[src/rtl/matrix_drain_pkg.sv]
// Shared types for the matrix read-drain engine: bank geometry, FSM encoding
// and the read tag that travels alongside each in-flight memory read.
package matrix_drain_pkg;

   localparam int NUM_BANKS = 16;
   localparam int BANK_W    = 4;

   localparam logic [1:0] ST_IDLE  = 2'd0;
   localparam logic [1:0] ST_ISSUE = 2'd1;
   localparam logic [1:0] ST_FLUSH = 2'd2;
   localparam logic [1:0] ST_DONE  = 2'd3;

   typedef enum logic [1:0] {
      IDLE  = ST_IDLE,
      ISSUE = ST_ISSUE,
      FLUSH = ST_FLUSH,
      DONE  = ST_DONE
   } state_e;

   typedef struct packed {
      logic [BANK_W-1:0] bank;
      logic              last;
   } tag_t;

   localparam int TAG_W = BANK_W + 1;

endpackage

[src/rtl/matrix_drain_fifo.sv]
// First-word-fall-through FIFO used as the drain output buffer.
// Storage is reset so the exported data reads zero after reset.
module sync_fifo #(
   parameter int WIDTH = 37,
   parameter int DEPTH = 4
) (
   input  logic                       clk,
   input  logic                       rst_n,
   input  logic                       push_i,
   input  logic [WIDTH-1:0]           wdata_i,
   input  logic                       pop_i,
   output logic [WIDTH-1:0]           rdata_o,
   output logic [$clog2(DEPTH):0]     count_o,
   output logic                       empty_o,
   output logic                       full_o
);

   localparam int AW = $clog2(DEPTH);
   localparam int CW = AW + 1;

   logic [WIDTH-1:0] mem_q [DEPTH];
   logic [AW-1:0]    wr_ptr_q;
   logic [AW-1:0]    rd_ptr_q;
   logic [CW-1:0]    count_q;

   always_ff @(posedge clk or negedge rst_n) begin
      if (!rst_n) begin
         for (int i = 0; i < DEPTH; i++) begin
            mem_q[i] <= '0;
         end
         wr_ptr_q <= '0;
         rd_ptr_q <= '0;
         count_q  <= '0;
      end else begin
         if (push_i) begin
            mem_q[wr_ptr_q] <= wdata_i;
            wr_ptr_q        <= wr_ptr_q + AW'(1);
         end
         if (pop_i) begin
            rd_ptr_q <= rd_ptr_q + AW'(1);
         end
         case ({push_i, pop_i})
            2'b10:   count_q <= count_q + CW'(1);
            2'b01:   count_q <= count_q - CW'(1);
            default: count_q <= count_q;
         endcase
      end
   end

   assign rdata_o = mem_q[rd_ptr_q];
   assign count_o = count_q;
   assign empty_o = (count_q == '0);
   assign full_o  = (count_q == CW'(DEPTH));

endmodule

[src/rtl/matrix_drain.sv]
// Read-side initiator for the 16-bank matrix memory: walks a word range across
// all banks (address outer, bank inner) and streams the words out with backpressure.
//
// state | meaning
// IDLE  | waiting for start
// ISSUE | issuing one broadcast read per cycle while output credit remains
// FLUSH | all reads issued; draining pipe and FIFO until the last beat leaves
// DONE  | one-cycle completion pulse
module matrix_drain #(
   parameter int ADDR_WIDTH = 32,
   parameter int DATA_WIDTH = 32,
   parameter int NUM_BANKS  = 16,
   parameter int RD_LAT     = 1,
   parameter int FIFO_DEPTH = 4
) (
   input  logic                            clk,
   input  logic                            rst_n,
   input  logic                            start,
   input  logic [ADDR_WIDTH-1:0]           base_addr,
   input  logic [15:0]                     num_words,
   output logic                            busy,
   output logic                            done,
   output logic [ADDR_WIDTH-1:0]           addr_matrix,
   input  logic [NUM_BANKS*DATA_WIDTH-1:0] dout_matrix_flat,
   output logic                            m_valid,
   input  logic                            m_ready,
   output logic [DATA_WIDTH-1:0]           m_data,
   output logic [3:0]                      m_bank,
   output logic                            m_last
);

   import matrix_drain_pkg::*;

   localparam int CNT_W = $clog2(FIFO_DEPTH) + 1;
   localparam int FW    = DATA_WIDTH + TAG_W;

   state_e                  state_q, state_d;
   logic [ADDR_WIDTH-1:0]   base_q, base_d;
   logic [ADDR_WIDTH-1:0]   addr_q, addr_d;
   logic [15:0]             nwords_q, nwords_d;
   logic [15:0]             widx_q, widx_d;
   logic [BANK_W-1:0]       bank_q, bank_d;

   logic [RD_LAT:0]         pipe_vld_q;
   tag_t [RD_LAT:0]         pipe_tag_q;

   logic                    issue;
   logic                    issue_last;
   tag_t                    issue_tag;
   logic [7:0]              inflight;
   logic [7:0]              credit_used;
   logic                    credit_ok;

   logic                    cap_vld;
   tag_t                    cap_tag;
   logic [DATA_WIDTH-1:0]   cap_data;

   logic                    fifo_push;
   logic                    fifo_pop;
   logic                    fifo_empty;
   logic                    fifo_full;
   logic [FW-1:0]           fifo_wdata;
   logic [FW-1:0]           fifo_rdata;
   logic [CNT_W-1:0]        fifo_count;

   // Every issued read owns a FIFO slot from issue until pop, so the FIFO cannot overflow.
   always_comb begin
      inflight = '0;
      for (int i = 0; i <= RD_LAT; i++) begin
         inflight = inflight + 8'(pipe_vld_q[i]);
      end
   end

   assign credit_used = inflight + 8'(fifo_count);
   assign credit_ok   = (credit_used < 8'(FIFO_DEPTH));
   assign issue_last  = (widx_q == nwords_q - 16'd1) && (bank_q == {BANK_W{1'b1}});
   assign issue       = (state_q == ISSUE) && credit_ok;
   assign issue_tag   = '{bank: bank_q, last: issue_last};

   always_comb begin
      state_d  = state_q;
      base_d   = base_q;
      addr_d   = addr_q;
      nwords_d = nwords_q;
      widx_d   = widx_q;
      bank_d   = bank_q;
      case (state_q)
         IDLE: begin
            if (start) begin
               base_d   = base_addr & ~ADDR_WIDTH'(3);
               nwords_d = num_words;
               widx_d   = '0;
               bank_d   = '0;
               // A zero-length job still passes through FLUSH so busy is seen for a cycle.
               state_d  = (num_words == 16'd0) ? FLUSH : ISSUE;
            end
         end
         ISSUE: begin
            if (issue) begin
               addr_d = base_q + ADDR_WIDTH'({widx_q, 2'b00});
               bank_d = bank_q + BANK_W'(1);
               if (bank_q == {BANK_W{1'b1}}) begin
                  widx_d = widx_q + 16'd1;
               end
               if (issue_last) begin
                  state_d = FLUSH;
               end
            end
         end
         FLUSH: begin
            if (!(|pipe_vld_q) &&
                (fifo_empty || ((fifo_count == CNT_W'(1)) && fifo_pop))) begin
               state_d = DONE;
            end
         end
         DONE:    state_d = IDLE;
         default: state_d = IDLE;
      endcase
   end

   always_ff @(posedge clk or negedge rst_n) begin
      if (!rst_n) begin
         state_q  <= IDLE;
         base_q   <= '0;
         addr_q   <= '0;
         nwords_q <= '0;
         widx_q   <= '0;
         bank_q   <= '0;
      end else begin
         state_q  <= state_d;
         base_q   <= base_d;
         addr_q   <= addr_d;
         nwords_q <= nwords_d;
         widx_q   <= widx_d;
         bank_q   <= bank_d;
      end
   end

   // Stage 0 lines up with the cycle the new address is presented; data returns RD_LAT later.
   always_ff @(posedge clk or negedge rst_n) begin
      if (!rst_n) begin
         pipe_vld_q <= '0;
         pipe_tag_q <= '0;
      end else begin
         pipe_vld_q[0] <= issue;
         pipe_tag_q[0] <= issue_tag;
         for (int i = 1; i <= RD_LAT; i++) begin
            pipe_vld_q[i] <= pipe_vld_q[i-1];
            pipe_tag_q[i] <= pipe_tag_q[i-1];
         end
      end
   end

   assign cap_vld    = pipe_vld_q[RD_LAT];
   assign cap_tag    = pipe_tag_q[RD_LAT];
   assign cap_data   = dout_matrix_flat[cap_tag.bank*DATA_WIDTH +: DATA_WIDTH];
   assign fifo_wdata = {cap_data, cap_tag};
   assign fifo_push  = cap_vld;
   assign fifo_pop   = m_valid && m_ready;

   sync_fifo #(
      .WIDTH (FW),
      .DEPTH (FIFO_DEPTH)
   ) u_fifo (
      .clk     (clk),
      .rst_n   (rst_n),
      .push_i  (fifo_push),
      .wdata_i (fifo_wdata),
      .pop_i   (fifo_pop),
      .rdata_o (fifo_rdata),
      .count_o (fifo_count),
      .empty_o (fifo_empty),
      .full_o  (fifo_full)
   );

   a_no_overflow: assert property (@(posedge clk) disable iff (!rst_n)
      !(fifo_push && fifo_full && !fifo_pop));

   assign busy        = (state_q == ISSUE) || (state_q == FLUSH);
   assign done        = (state_q == DONE);
   assign addr_matrix = addr_q;
   assign m_valid     = !fifo_empty;
   assign m_data      = fifo_rdata[FW-1:TAG_W];
   assign m_bank      = fifo_rdata[TAG_W-1:1];
   assign m_last      = fifo_rdata[0];

endmodule
[config.mk]
export PLATFORM = sky130hd
export DESIGN_NAME = matrix_drain
export DESIGN_NICKNAME = d
export VERILOG_FILES = /design/src/rtl/matrix_drain_pkg.sv /design/src/rtl/matrix_drain_fifo.sv /design/src/rtl/matrix_drain.sv
export SDC_FILE = /design/constraint.sdc
export NUM_CORES = 1
export LEC_CHECK = 0
export BUFFER_PORTS_ARGS = -buffer_cell sky130_fd_sc_hd__buf_2
export CORE_AREA = 2 2 248 250
export CTS_CLUSTER_SIZE = 16
export DETAILED_ROUTE_END_ITERATION = 7
export DIE_AREA = 0 0 250 252
export HOLD_SLACK_MARGIN = 0.05
export SLEW_MARGIN = 20
export SYNTH_ARGS = -nofsm -noshare
export SYNTH_HDL_FRONTEND = slang
export SYNTH_SLANG_ARGS = --single-unit
[constraint.sdc]
create_clock -name clk -period 2.9 [get_ports clk]
set_clock_uncertainty 0.05 [all_clocks]
set_input_delay 0.435 -clock clk [delete_from_list [all_inputs] [get_ports clk]]
set_output_delay 0.435 -clock clk [all_outputs]
set_load 0.005 [all_outputs]
==> results of run 1 <==
how the worst max path moves through the flow:
stage	end	cells after the start
floorplan	addr_matrix[20]	11
global placement	addr_matrix[22]	10
detailed placement	addr_matrix[22]	10
CTS	addr_matrix[22]	10
global route	addr_matrix[22]	10
finish	addr_matrix[22]	10
cells by family after synthesis:
logic type / synth area share
fa+ha+maj: 0.02667
xor+xnor: 0.02150
flops: 0.3971
buf+inv: 0.02840
compound gates: 0.05717
mux: 0.4001
simple gates: 0.06879
other cells: 0.0002246
synth_stat cells (9+ instances only):
cell type	n	share of area
a21o_1	9	0.0040
a21oi_1	18	0.0054
a31oi_1	21	0.0079
and3_1	14	0.0052
buf_1	15	0.0034
buf_2	10	0.0030
clkbuf_1	58	0.013
dfrtp_1	265	0.40
ha_1	34	0.025
inv_1	33	0.0074
mux2_2	194	0.13
mux4_2	197	0.27
nand2_1	52	0.012
nand3_1	24	0.0072
nor2_1	54	0.012
nor3_1	10	0.0030
nor4_1	11	0.0041
o21ai_0	30	0.0090
o31ai_1	12	0.0054
or3_1	15	0.0056
xnor2_1	21	0.011
xor2_1	20	0.010
sequential cells by signal, indices dropped and copies added (netlist names):
name	count
u_fifo.wr_ptr_q	2
u_fifo.mem_q	148
u_fifo.count_o	3
pipe_vld_q	2
cap_tag	5
state_q	2
nwords_q	16
bank_q	4
widx_q	16
pipe_tag_q	5
addr_matrix	30
u_fifo.rd_ptr_q	2
base_q	30
cells in the final DEF, fill, tap and decap left out, types with 20 or more instances in the layout:
| cell | netlist | final |
|---|---|---|
| buf_2 | 10 | 630 |
| nand2_1 | 52 | 47 |
| inv_1 | 33 | 33 |
| buf_4 | 2 | 36 |
| nand3_1 | 24 | 24 |
| ha_1 | 34 | 34 |
| dfrtp_1 | 265 | 259 |
| a31oi_1 | 21 | 21 |
| mux4_2 | 197 | 197 |
| mux2_2 | 194 | 194 |
| xnor2_1 | 21 | 21 |
| o21ai_0 | 30 | 29 |
| nor2_1 | 54 | 54 |
| buf_12 | 0 | 20 |
| clkbuf_16 | 0 | 34 |
| xor2_1 | 20 | 20 |
final cells by class:
class | instances | area (um^2)
Antenna cell | 15 | 37.54
Clock buffer | 46 | 965.9
Clock inverter | 14 | 220.2
Fill cell | 5939 | 37520
Inverter | 33 | 123.9
Multi-Input combinational cell | 840 | 9639
Sequential cell | 265 | 6649
Tap cell | 782 | 978.4
Timing Repair Buffer | 703 | 3999
power by group:
group	switching, W	internal, W
Sequential	0.00126	0.00537
Combinational	0.00504	0.00549
Clock	0.00170	0.00279
layer usage:
layer / part of all wire / vias to the layer above / global-route usage
li1: - / 6140 / -
met1: 0.40 / 7380 / 0.2854
met2: 0.49 / 588 / 0.3773
met3: 0.072 / 117 / 0.04808
met4: 0.031 / 14 / 0.08246
met5: 0.0012 / - / 0
worst reg2reg max path: cells and delay by family, from the launching register on:
family	cells	cell delay [ps]
AO/OA/AOI/OAI	4	750
adder cells (fa/ha/maj)	2	520
buffers and inverters	1	60
flip-flops	1	350
AND/OR/NAND/NOR	3	970
timing repair:
| item | in CTS | in global routing |
|---|---|---|
| setup endpoints to repair | 0 | 13 |
| hold endpoints to repair | 83 | 0 |
| gates resized for setup | 0 | 7 |
| setup buffers | 0 | 0 |
| hold buffers | 16 | 0 |
stage by stage:
| stage | utilization | hold slack [ps] | instances |
|---|---|---|---|
| floorplan | - | 89.41 | 1224 |
| global placement | 0.3525 | 286.7 | 2607 |
| detailed placement | 0.3525 | 287.8 | 2607 |
| CTS | 0.3749 | 50.43 | 2683 |
| global route | 0.3759 | 71.16 | 2695 |
| finish | 0.3761 | 82.39 | 2698 |
==> metrics.cfg, run 1 <==
[run_status]
status = finished, final reports clean

[clocking]
clk_pin_slew_ps = 60
cts_tree = done
cts_root_buf = clkbuf_16
clkLatencyLatePin_ps = 540
h-tree-depth = 2
cts_buffer_depth = 3
clock_sinks = 265
cts_made_buffers = 34

[setup_path]
critPathTopFamily = simple AND/OR/NAND/NOR gates
r2r_cells = 10
crit_path_cell_trace = ha_1 > inv_1 > fa_2 > nor2b_1 > o21ai_1 > a21bo_2 > a211o_1 > and4b_2 > or4_1 > a31oi_1
r2r_end = addr_matrix[22]
arrival_ps = 3190
path_buf_inv = 1
crit_type = reg2reg
max_stage_delay_ps = 520
rrSetupSlack_ps = 120
required_ps = 3310
cp-start-kind = flip-flop
reg2reg_from = base_q[2]
crit_fanout = 8
end_kind = flip-flop
critPathSlowestCell = or4_1
startpoint = base_q[2]

[min_path]
min-delay-start = base_addr[10]
worstHoldPathType = in2reg
worstHoldPathCells = 2
holdPathEnd = base_q[10]

[floorplanning]
die_width_um = 250
die_y_um = 252
ios = 636
core_um2 = 60130
rows = 90
dieArea_um2 = 63000
start_util = 0.2777

[finish]
synthToLayoutAreaGrowth_pct = 35.42
finalInstanceArea_um2 = 22610
drive_gt1_frac = 0.6092
nNetsFinal = 2476

[drt]
drtIter0Drc = 913
vias_per_cell = 5.278
wire_per_inst_um = 26.82
via_count = 14240
ant_nets = 0
drc = 0
wl_mm = 72.37
drt-pass1-iter-count = 6

[run]
maxCapViolations = 0

[pwr]
p_per_area_nw_per_um2 = 956.9
finalPower_w = 0.02164
p_leak_nw = 9.974
ir_worst_vdd_mv = 0.4423

[synthesis]
ys.flop_type = dfrtp_1
synth_edf_count = 0
ys_warn_count = 0
synth-async-reset-ratio = 1.000
syn-mean-instance-area_um2 = 13.65
synth_area_um2 = 16700
ys_seq_elements = 265
yosysSeqAreaShare = 0.3971
synth_cell_type_count = 64
synthCells = 1223

[placement]
portBuffers = 631
place_ws_ps = 35.65
dp_hpwl_mm = 59.09
placed_cell_area_um2 = 21200
gp_congestion = 0.9862

[sta]
setup_tns_ps = 0
fin_crit_sh = 0.9577
hold_violations = 0
max_slew_margin = 0.5925
fmax_mhz = 360.1
setup_violations = 0
layout_setup_ws_ps = 122.6
period_minus_slack_ps = 2777
maxSlewViolCount = 0
rsz0062_at_grt = true
tightest_slew_ps = 605.6

[global_routing]
grt_pass1_wl_mm = 102.7
antenna_found_initial = 36
grt.overflow.total = 0
grt_max_degree = 72
grt.total_usage = 0.2246
grt_pass1_vias = 14870

Power figures use the tool's default switching activity.
==> inputs of run 2 (changes only) <==
Settings changed: CORE_AREA 2 2 248 250 to 2 2 247 249, DIE_AREA 0 0 250 252 to 0 0 249 251, SETUP_SLACK_MARGIN set to 0.5.
Clock period 2.9 ns to 3.3 ns, I/O delays scaled along.
==> metrics.cfg, run 2 (same netlist as run 1, synthesis figures left out) <==
[run_status]
status = finished, final reports clean  ; unchanged

[sta]
fmax_mhz = 368.3  ; was 360.1 MHz
tightest_slew_ps = 718.2  ; was 605.6 ps
layout_setup_ws_ps = 585.1  ; was 122.6 ps
period_minus_slack_ps = 2715  ; was 2777 ps
hold_violations = 0  ; unchanged
rsz0062_at_grt = true  ; unchanged
setup_violations = 0  ; unchanged
setup_tns_ps = 0  ; unchanged
worst_hold_slack_ps = 103.9  ; was 82.39 ps
max_slew_margin = 0.5195  ; was 0.5925
maxSlewViolCount = 0  ; unchanged
fin_crit_sh = 0.8227  ; was 0.9577

[global_routing]
grt_pass1_wl_mm = 103.5  ; was 102.7 mm
grt_max_degree = 91  ; was 72
grt.total_usage = 0.2283  ; was 0.2246
grt.overflow.total = 0  ; unchanged
grt_pass1_vias = 14340  ; was 14870
antenna_found_initial = 35  ; was 36

[drt]
via_count = 14220  ; was 14240
drt-met1-wl_mm = 29.65  ; was 29.00 mm
ant_nets = 0  ; unchanged
drc = 0  ; unchanged
drtIter0Drc = 1139  ; was 913
routed-wl-met3_mm = 5.162  ; was 5.238 mm
wl_mm = 73.39  ; was 72.37 mm
wl_met2_mm = 35.68  ; was 35.78 mm
drt-pass1-iter-count = 5  ; was 6
vias_per_cell = 5.345  ; was 5.278
wire_per_inst_um = 27.58  ; was 26.82 um
routed.top_layer = met5  ; unchanged

[floorplanning]
rows = 90  ; unchanged
die_width_um = 249  ; was 250 um
start_util = 0.2793  ; was 0.2777
ios = 636  ; unchanged
dieArea_um2 = 62500  ; was 63000 um^2
core_um2 = 59790  ; was 60130 um^2
die_y_um = 251  ; was 252 um

[finish]
largest_reg_flops = 148  ; unchanged
regMostFlops = u_fifo.mem_q  ; unchanged
final_common_cell = buf_2  ; unchanged
drive_gt1_frac = 0.6177  ; was 0.6092
layout_common_cells = buf_2, dfrtp_1, mux4_2  ; unchanged
final_cells = 2661  ; was 2698
nNetsFinal = 2439  ; was 2476
synthToLayoutAreaGrowth_pct = 32.97  ; was 35.42%
nFillCells = 5826  ; was 5939

[clocking]
h-tree-depth = 1  ; was 2
clk_pin_slew_ps = 60  ; about the same
cts_made_buffers = 31  ; was 34
clock_sinks = 265  ; unchanged
cts_buffer_depth = 3  ; unchanged
cts_tree = done  ; unchanged
clkLatencyLatePin_ps = 580  ; was 540 ps
cts_root_buf = clkbuf_16  ; unchanged

[setup_path]
crit_fanout = 7  ; was 8
required_ps = 3700  ; was 3310 ps
rrSetupSlack_ps = 590  ; was 120 ps
end_kind = flip-flop  ; unchanged
crit_type = reg2reg  ; unchanged
arrival_ps = 3110  ; was 3190 ps
cp-start-kind = flip-flop  ; unchanged

[placement]
portBuffers = 631  ; unchanged
dp_hpwl_mm = 60.03  ; was 59.09 mm
place_ws_ps = 332.8  ; was 35.65 ps
dpl.cell_count = 2583  ; was 2607
gp_congestion = 1.035  ; was 0.9862

[min_path]
worstHoldPathType = in2reg  ; unchanged

[pwr]
p_per_area_nw_per_um2 = 829.4  ; was 956.9 nW/um^2
p_leak_nw = 9.742  ; was 9.974 nW
ir_worst_vdd_mv = 0.4733  ; was 0.4423 mV

[run]
maxCapViolations = 0  ; unchanged

==> run 2: cell type report <==
cell class / instances / area [um^2] / share of cell area
Tap cell: 782 / 978.4 / 0.04407
Clock buffer: 38 / 852.1 / 0.03837
Multi-Input combinational cell: 840 / 9716 / 0.4376
Timing Repair Buffer: 669 / 3672 / 0.1654
Inverter: 33 / 123.9 / 0.005579
Antenna cell: 14 / 35.03 / 0.001578
Sequential cell: 265 / 6654 / 0.2997
Clock inverter: 20 / 172.7 / 0.007776
==> run 2: report_power, final <==
part	total [W]	leakage, nW	internal (W)	switching, W
combinational	0.00908	6.04	0.00474	0.00433
clock	0.00343	0.509	0.00199	0.00144
sequential	0.00591	3.19	0.00472	0.00120
==> run 2: worst paths after layout <==
path,endpoint,depth (start not counted),start
max reg2reg,addr_matrix[26],11,base_q[2]
max,addr_matrix[26],11,base_q[2]
min reg2reg,cap_tag[1],0,pipe_tag_q[1]
min,base_q[17],2,base_addr[17]
min in group asynchronous,nwords_q[12],2,rst_n
max in group asynchronous,u_fifo.mem_q[134],3,rst_n
==> run 2: layer usage <==
metal  GRT usage  vias up
met5           0        -
met4     0.08139       14
met3     0.04483      115
met2      0.3794      652
met1      0.2971     7370
li1            -     6073
==> run 2: critical path, stage by stage, from the launching register on <==
cell and delay (ps):
dfrtp_1 380, ha_4 140, inv_1 40, fa_2 340, nor2b_1 120, o21ai_1 100
a21bo_2 220, a211o_1 340, and4b_2 290, buf_6 140, o41ai_2 300, a31oi_1 110
==> run 2: timing repair <==
item | in CTS | in global routing
cloned | 0 | 0
endpoints found under the hold margin | 86 | 0
setup endpoints to repair | 34 | 19
setup buffers | 4 | 1
hold buffers | 1 | 0
pin swaps | 2 | 10
gates resized for setup | 4 | 16
==> run 2: per-stage QoR <==
step	cell area (um^2)	util	total power, W
2_1_floorplan	16720	-	0.01135
6_report	22200	0.3713	0.01842
4_1_cts	22080	0.3693	0.01860
3_3_place_gp	20990	0.3510	0.01478
3_5_place_dp	20990	0.3510	0.01505
5_1_grt	22190	0.3710	0.01950
==> inputs of run 3 (changes only) <==
Settings changed: CORE_AREA 2 2 247 249 to 2 2 249 251, DIE_AREA 0 0 249 251 to 0 0 251 253.
Clock period 3.3 ns to 2.6 ns, I/O delays scaled along.
==> metrics.cfg, run 3 (same netlist as run 1, synthesis figures left out) <==
[run_status]
status = finished, violations left  ; was finished, final reports clean
violations = negative setup slack

[min_path]
worstHoldPathType = in2reg  ; unchanged

[floorplanning]
ios = 636  ; unchanged
die_width_um = 251  ; was 249 um
core_um2 = 61030  ; was 59790 um^2
start_util = 0.2736  ; was 0.2793
die_y_um = 253  ; was 251 um
dieArea_um2 = 63500  ; was 62500 um^2
rows = 91  ; was 90

[clocking]
cts_tree = done  ; unchanged
cts_made_buffers = 31  ; unchanged
h-tree-depth = 1  ; unchanged
cts_buffer_depth = 3  ; unchanged
clk_pin_slew_ps = 60  ; about the same
clock_sinks = 265  ; unchanged
cts_root_buf = clkbuf_16  ; unchanged
clkLatencyLatePin_ps = 590  ; was 580 ps

[sta]
tightest_slew_ps = 805.7  ; was 718.2 ps
setup_tns_ps = -63.50  ; was 0 ps
worst_hold_slack_ps = 151.8  ; was 103.9 ps
layout_setup_ws_ps = -20.10  ; was 585.1 ps
rsz0062_at_grt = true  ; unchanged
max_slew_margin = 0.4613  ; was 0.5195
fmax_mhz = 381.7  ; was 368.3 MHz
period_minus_slack_ps = 2620  ; was 2715 ps
setup_violations = 8  ; was 0
maxSlewViolCount = 0  ; unchanged
fin_crit_sh = 1.008  ; was 0.8227
hold_violations = 0  ; unchanged

[finish]
finalInstanceArea_um2 = 25650  ; was 22200 um^2
final_cells = 2851  ; was 2661
layout_common_cells = buf_2, dfrtp_1, mux4_2  ; unchanged
regMostFlops = u_fifo.mem_q  ; unchanged
largest_reg_flops = 148  ; unchanged
synthToLayoutAreaGrowth_pct = 53.60  ; was 32.97%
nFillCells = 5667  ; was 5826
nNetsFinal = 2620  ; was 2439
drive_gt1_frac = 0.6667  ; was 0.6177
final_common_cell = buf_2  ; unchanged

[setup_path]
max_stage_delay_ps = 410  ; was 380 ps
crit_type = reg2reg  ; unchanged
end_kind = flip-flop  ; unchanged
arrival_ps = 3070  ; was 3110 ps
crit_fanout = 8  ; was 7
crit_path_cell_trace = ha_4 > inv_2 > fa_2 > nor2b_4 > o21ai_2 > a21bo_2 > a211o_1 > and4b_4 > or4_4 > a31oi_1  ; was ha_4 > inv_1 > fa_2 > nor2b_1 > o21ai_1 > a21bo_2 > a211o_1 > and4b_2 > buf_6 > o41ai_2 > a31oi_1
required_ps = 3050  ; was 3700 ps
cp-start-kind = flip-flop  ; unchanged
critPathSlowestCell = fa_2  ; was dfrtp_1

[placement]
portBuffers = 631  ; unchanged
placed_cell_area_um2 = 21540  ; was 20990 um^2
gp_congestion = 0.9997  ; was 1.035
dpl.cell_count = 2648  ; was 2583
dp_hpwl_mm = 59.89  ; was 60.03 mm

[pwr]
switchingPower_w = 0.01016  ; was 0.006967 W
clockPowerShare = 0.163  ; was 0.186
seqPwrFrac = 0.264  ; was 0.321
p_comb_frac = 0.573  ; was 0.493
p_per_area_nw_per_um2 = 1089  ; was 829.4 nW/um^2
swShare = 0.3640  ; was 0.3783
ir_worst_vdd_mv = 0.6105  ; was 0.4733 mV
internal_power_w = 0.01776  ; was 0.01145 W
p_leak_nw = 11.69  ; was 9.742 nW

[global_routing]
grt_pass1_vias = 15610  ; was 14340
grt_max_degree = 74  ; was 91
antenna_found_initial = 34  ; was 35
grt.overflow.total = 0  ; unchanged
grt_pass1_wl_mm = 110.2  ; was 103.5 mm
grt.total_usage = 0.2388  ; was 0.2283

[drt]
drt-pass1-iter-count = 5  ; unchanged
vias_per_cell = 5.290  ; was 5.345
ant_nets = 0  ; unchanged
wl_mm = 79.00  ; was 73.39 mm
drc = 0  ; unchanged
wire_per_inst_um = 27.71  ; was 27.58 um
drtIter0Drc = 969  ; was 1139
via_count = 15080  ; was 14220

[run]
maxCapViolations = 0  ; unchanged

## run 3: final cells by class
class / count / area, um^2 / share of cell area
Inverter: 33 / 126.4 / 0.004927
Antenna cell: 15 / 37.54 / 0.001463
Timing Repair Buffer: 850 / 6030 / 0.2351
Multi-Input combinational cell: 840 / 10750 / 0.4193
Clock buffer: 41 / 843.3 / 0.03288
Sequential cell: 265 / 6659 / 0.2596
Clock inverter: 17 / 211.5 / 0.008244
Tap cell: 790 / 988.4 / 0.03854
## run 3: power groups by stage
stage	Clock (W)	Combinational [W]	Sequential, W
3_3_place_gp	0	0.0118	0.00726
6_report	0.00454	0.0160	0.00738
3_5_place_dp	0	0.0120	0.00740
4_1_cts	0.00464	0.0157	0.00729
2_1_floorplan	0	0.00786	0.00686
5_1_grt	0.00482	0.0169	0.00760
## run 3: critical path, delay by kind of cell (launching register included)
family          cells  cell delay [ps]
compound gates      4              710
fa+ha+maj           2              570
buf+inv             1               40
flops               1              380
simple gates        3              780
## run 3: what timing repair did
action,4_1_cts,5_1_grt
setup endpoints to repair,211,207
cloned,16,1
hold buffers,47,0
setup buffers,47,19
pin swaps,37,47
gates resized for setup,273,87
hold endpoints to repair,113,0
## run 3: layer usage
| layer | share of wire | track usage | vias to the layer above |
|---|---|---|---|
| li1 | - | - | 6447 |
| met1 | 0.39 | 0.2957 | 7758 |
| met2 | 0.49 | 0.3977 | 695 |
| met3 | 0.074 | 0.05736 | 167 |
| met4 | 0.045 | 0.1015 | 16 |
| met5 | 0.0025 | 0.01081 | - |
## run 3: through the flow
step | utilization | setup WS (ps) | total power [W]
floorplan | - | -161.2 | 0.01472
global placement | 0.3530 | -164.9 | 0.01905
detailed placement | 0.3530 | -202.4 | 0.01943
CTS | 0.4102 | -70.05 | 0.02760
global route | 0.4202 | -121.4 | 0.02937
finish | 0.4203 | -20.10 | 0.02792
## run 3: worst paths after layout
path | start | endpoint | slack [ps] | depth (start not counted)
max reg2reg | base_q[2] | addr_matrix[20] | -20 | 10
max in group asynchronous | rst_n | u_fifo.mem_q[128] | 1350 | 3
max | base_q[2] | addr_matrix[20] | -20 | 10
min reg2reg | pipe_tag_q[1] | cap_tag[1] | 300 | 0
min | m_ready | u_fifo.rd_ptr_q[0] | 150 | 3
min in group asynchronous | rst_n | nwords_q[14] | 310 | 2
